<file path="src/rtl/uas.sv">
// -----------------------------------------------------------------------------
// uas -- 4-bit two's-complement adder/subtractor, scalar bit-level ports.
//
// Purpose:
//   Computes A+B (M=0) or A-B (M=1) through a 4-stage ripple-carry chain.
//   Each stage adds Ai, (Bi ^ M) and the incoming carry. The chain is seeded
//   with C0 = M, so subtraction is A + ~B + 1.
//
// Parameters:
//   OUT_REG  1 = S/C4/V (and Z) registered on clk, 1-cycle latency (default)
//            0 = outputs are purely combinational; clk and rst_n are ignored
//
// Optional feature (compile-time macro):
//   UAS_ZERO_FLAG_EN  when defined, adds output Z (1 when S3..S0 == 0000).
//                     Z is timed exactly like S and resets to 1.
//
// Ports:
//   clk          rising-edge clock
//   rst_n        asynchronous active-low reset (registered build only)
//   A3..A0       operand A, A3 = sign
//   B3..B0       operand B, B3 = sign
//   M            0 = add, 1 = subtract
//   C4           carry out of bit 3 (subtract: 1 = no borrow)
//   S3..S0       result bits
//   V            signed overflow (carry into bit 3 XOR carry out of bit 3)
//   Z            zero flag (only with UAS_ZERO_FLAG_EN)
// -----------------------------------------------------------------------------
module uas #(
    parameter int OUT_REG = 1
) (
    input  logic clk,
    input  logic rst_n,
    input  logic A0,
    input  logic A1,
    input  logic A2,
    input  logic A3,
    input  logic B0,
    input  logic B1,
    input  logic B2,
    input  logic B3,
    input  logic M,
    output logic C4,
    output logic S0,
    output logic S1,
    output logic S2,
    output logic S3,
    output logic V
`ifdef UAS_ZERO_FLAG_EN
    ,
    output logic Z
`endif
);

    logic [3:0] a_vec;
    logic [3:0] b_vec;
    logic [4:0] carry;      // carry[i] is the carry into stage i
    logic [3:0] sum_next;
    logic       c4_next;
    logic       v_next;

    assign a_vec    = {A3, A2, A1, A0};
    assign b_vec    = {B3, B2, B1, B0};
    assign carry[0] = M;

    genvar gi;
    generate
        for (gi = 0; gi < 4; gi++) begin : g_stage
            logic b_x;
            logic p;
            assign b_x          = b_vec[gi] ^ M;
            assign p            = a_vec[gi] ^ b_x;
            assign sum_next[gi] = p ^ carry[gi];
            assign carry[gi+1]  = (a_vec[gi] & b_x) | (p & carry[gi]);
        end
    endgenerate

    assign c4_next = carry[4];
    assign v_next  = carry[3] ^ carry[4];

`ifdef UAS_ZERO_FLAG_EN
    logic z_next;
    assign z_next = ~|sum_next;
`endif

    generate
        if (OUT_REG != 0) begin : g_reg
            logic [3:0] sum_reg;
            logic       c4_reg;
            logic       v_reg;

            // Reset clears the result register, which discards any pending
            // result and holds outputs at zero while rst_n is low.
            always_ff @(posedge clk or negedge rst_n) begin
                if (!rst_n) begin
                    sum_reg <= 4'b0000;
                    c4_reg  <= 1'b0;
                    v_reg   <= 1'b0;
                end else begin
                    sum_reg <= sum_next;
                    c4_reg  <= c4_next;
                    v_reg   <= v_next;
                end
            end

            assign {S3, S2, S1, S0} = sum_reg;
            assign C4               = c4_reg;
            assign V                = v_reg;

`ifdef UAS_ZERO_FLAG_EN
            logic z_reg;
            // Reset value is 1 so Z agrees with the cleared sum.
            always_ff @(posedge clk or negedge rst_n) begin
                if (!rst_n) begin
                    z_reg <= 1'b1;
                end else begin
                    z_reg <= z_next;
                end
            end
            assign Z = z_reg;
`endif
        end else begin : g_comb
            assign {S3, S2, S1, S0} = sum_next;
            assign C4               = c4_next;
            assign V                = v_next;
`ifdef UAS_ZERO_FLAG_EN
            assign Z = z_next;
`endif
        end
    endgenerate

endmodule

</file>
<file path="config.mk">
export PLATFORM = sky130hd
export DESIGN_NAME = uas
export DESIGN_NICKNAME = d
export VERILOG_FILES = /design/src/rtl/uas.sv
export SDC_FILE = /design/constraint.sdc
export NUM_CORES = 1
export LEC_CHECK = 0
export ABC_AREA = 1
export BUFFER_PORTS_ARGS = -buffer_cell sky130_fd_sc_hd__buf_2
export CORE_AREA = 2 2 39 41
export CTS_BUF_LIST = sky130_fd_sc_hd__clkbuf_4 sky130_fd_sc_hd__clkbuf_8 sky130_fd_sc_hd__clkbuf_16
export DETAILED_ROUTE_END_ITERATION = 16
export DIE_AREA = 0 0 41 43
export PLACE_DENSITY_LB_ADDON = 0.12
export SETUP_SLACK_MARGIN = 0.02
export SLEW_MARGIN = 20
export SYNTH_ARGS = -nofsm -noshare
export SYNTH_HDL_FRONTEND = slang
export SYNTH_SLANG_ARGS = --single-unit
</file>
<file path="constraint.sdc">
create_clock -name clk -period 0.8 [get_ports clk]
set_input_delay 0.08 -clock clk [delete_from_list [all_inputs] [get_ports clk]]
set_output_delay 0.08 -clock clk [all_outputs]
set_load 0.03 [all_outputs]
</file>
==> impl_metrics.ini <==
[status]
status = complete, but fails checks
violations = setup timing

[finish]
layout_common_cells = 11 x nand2_1, 7 x buf_6
final_common_cell = nand2_1
nFillCells = 146
fin_area_um2 = 606.8
area_growth_pct = 90.20
drive_above_1_share = 0.5968
final_nets = 78
fin_cells = 78
largest_reg_flops = 4
insertedDiodeCount = 0

[cts]
cts_buffers = 3
clockRootBuffer = clkbuf_4
ctsLongestPathBuffers = 2
cts_max_level = 1
cts_tree = done
clk_pin_slew_worst_paths_ns = 0.04
cts_num_sinks = 6

[synthesis]
synth_top_family_by_area = simple AND/OR/NAND/NOR gates
ys_seq_elements = 6
synth_fa_ha_area_frac = 0.1882
netlist_area_um2 = 319.1
synth-simple-area-share = 0.2000
synthXorXnorAreaFrac = 0
ys_warn_count = 0
synth_cells = 38
synth_compound_area_frac = 0
seq_area_frac_synth = 0.4706
syn-num-nets = 52
ys_types = 5
syn_area_per_cell_um2 = 8.396
synthMuxAreaShare = 0

[detailed_routing]
final_antenna_net_count = 0
firstDrtPassIters = 1
totalWireLength_um = 564
drtIter0Drc = 0
wl_per_cell_um = 7.231
drc_errors = 0
viasPerCell = 3.705
vias = 289

[setup_path]
endpoint_kind = flop
worst_ep_required_time_ns = 0.91
crit_type = input pin to flop
cp_common_cell = fa_2
cpPeakStageDelay_ns = 0.39
path_max_fanout = 3
startpoint_type = input pin
path_cells = buf_12, inv_16, nand2_4, nand2_2, fa_2, fa_2, inv_2, fa_1
cp_slowest_cell = fa_1
crit_arrival_ns = 1.49

[min_path]
hold_depth = 3
whs_endpoint = g_reg.sum_reg[0]
hold_path.class = input pin to flop
min_from = B0

[placed_design]
placement.io_buffers = 16
post_dp_cell_area_um2 = 490.5
gp_congestion = 0.6154
place_hpwl_um = 493.9
placedCellCount = 73

[sta]
maxSlewHeadroom = 0.9116
fin_crit_sh = 1.726
slew_violations = 0
fmax_ghz = 0.7244
rsz0062_at_grt = yes
layout_min_cycle_time_ns = 1.380
setup_slack_ns = -0.5805
setup_viol = 10
setup_tns_ns = -1.927
whs_ns = 0.08332
finalHoldViolCount = 0
worst_pin_slew_ns = 0.1325

[floorplan]
die_h_um = 43
die_x_um = 41
rows = 14
core_mm2 = 0.001384
initial_core_util = 0.2306
dieArea_mm2 = 0.001763
io_pins = 17

[global_routing]
antenna_found_initial = 0
grt_max_degree = 7
grt-ovfl-total = 0
track_usage = 0.07817
first_global_vias = 255
grt_pass1_wl_um = 938

[power_and_ir_drop]
p_total_w = 0.001089
powerDensity_mw_per_mm2 = 1795
irDropWorstVdd_v = 0.0006072
p_leak_nw = 0.3438

[run]
cap_violations = 0
## synthesized netlist by cell type (all sizes together)
cell / count / area share
nand2: 17 / 0.20
inv: 12 / 0.14
dfrtp: 6 / 0.47
fa: 3 / 0.19
## repair_timing
action | CTS | global route
setup buffers | 1 | 0
endpoints found under the hold margin | 6 | 0
setup endpoints to repair | 11 | 10
gates resized for setup | 24 | 1
hold buffers | 1 | 0
pin swaps | 4 | 0
gates cloned | 0 | 0
## logic make-up after synthesis
group                      count (synthesis)
adders and majority gates                  3
buffers and inverters                     12
DFF                                        6
and+or+nand+nor                           17
## stage by stage
step	util	setup WS, ns
final	0.4385	-0.5805
after CTS	0.4385	-0.5747
after detailed placement	0.3544	-0.9735
after global placement	0.3544	-0.9714
after global routing	0.4385	-0.6213
after floorplan	-	-0.6975
## critical path, delay by kind of cell
| family | cells | cell delay, ns |
|---|---|---|
| adders and majority gates | 3 | 1.10 |
| buffers and inverters | 3 | 0.20 |
| and+or+nand+nor | 2 | 0.09 |
## worst max-delay path by stage
stage | endpoint | slack (ns) | depth (start not counted) | start
3_3_place_gp | g_reg.sum_reg[3] | -0.97 | 8 | M
3_5_place_dp | g_reg.sum_reg[3] | -0.97 | 8 | M
5_1_grt | g_reg.sum_reg[3] | -0.62 | 8 | M
4_1_cts | g_reg.sum_reg[3] | -0.57 | 8 | M
6_report | g_reg.sum_reg[3] | -0.58 | 8 | M
2_1_floorplan | g_reg.sum_reg[3] | -0.70 | 7 | M
## metal layers
layer  share of wire  global-route usage
met1            0.37             0.08333
met2            0.59              0.1344
met3           0.041                   0
met4               0             0.06000
met5               0                   0
## cell type report
| type | instances | area [um2] | share of cell area |
|---|---|---|---|
| Multi-Input combinational cell | 20 | 158.9 | 0.2619 |
| Clock buffer | 3 | 22.52 | 0.03711 |
| Timing Repair Buffer | 21 | 183.9 | 0.3031 |
| Sequential cell | 6 | 150.1 | 0.2474 |
| Inverter | 12 | 71.32 | 0.1175 |
| Tap cell | 16 | 20.02 | 0.03299 |
## power breakdown
group	internal [W]	total (W)	switching (W)
clock	0.000169	0.000265	0.0000962
combinational	0.000210	0.000443	0.000233
sequential	0.000358	0.000381	0.0000230
No activity file was read; power rests on OpenSTA's default activity.
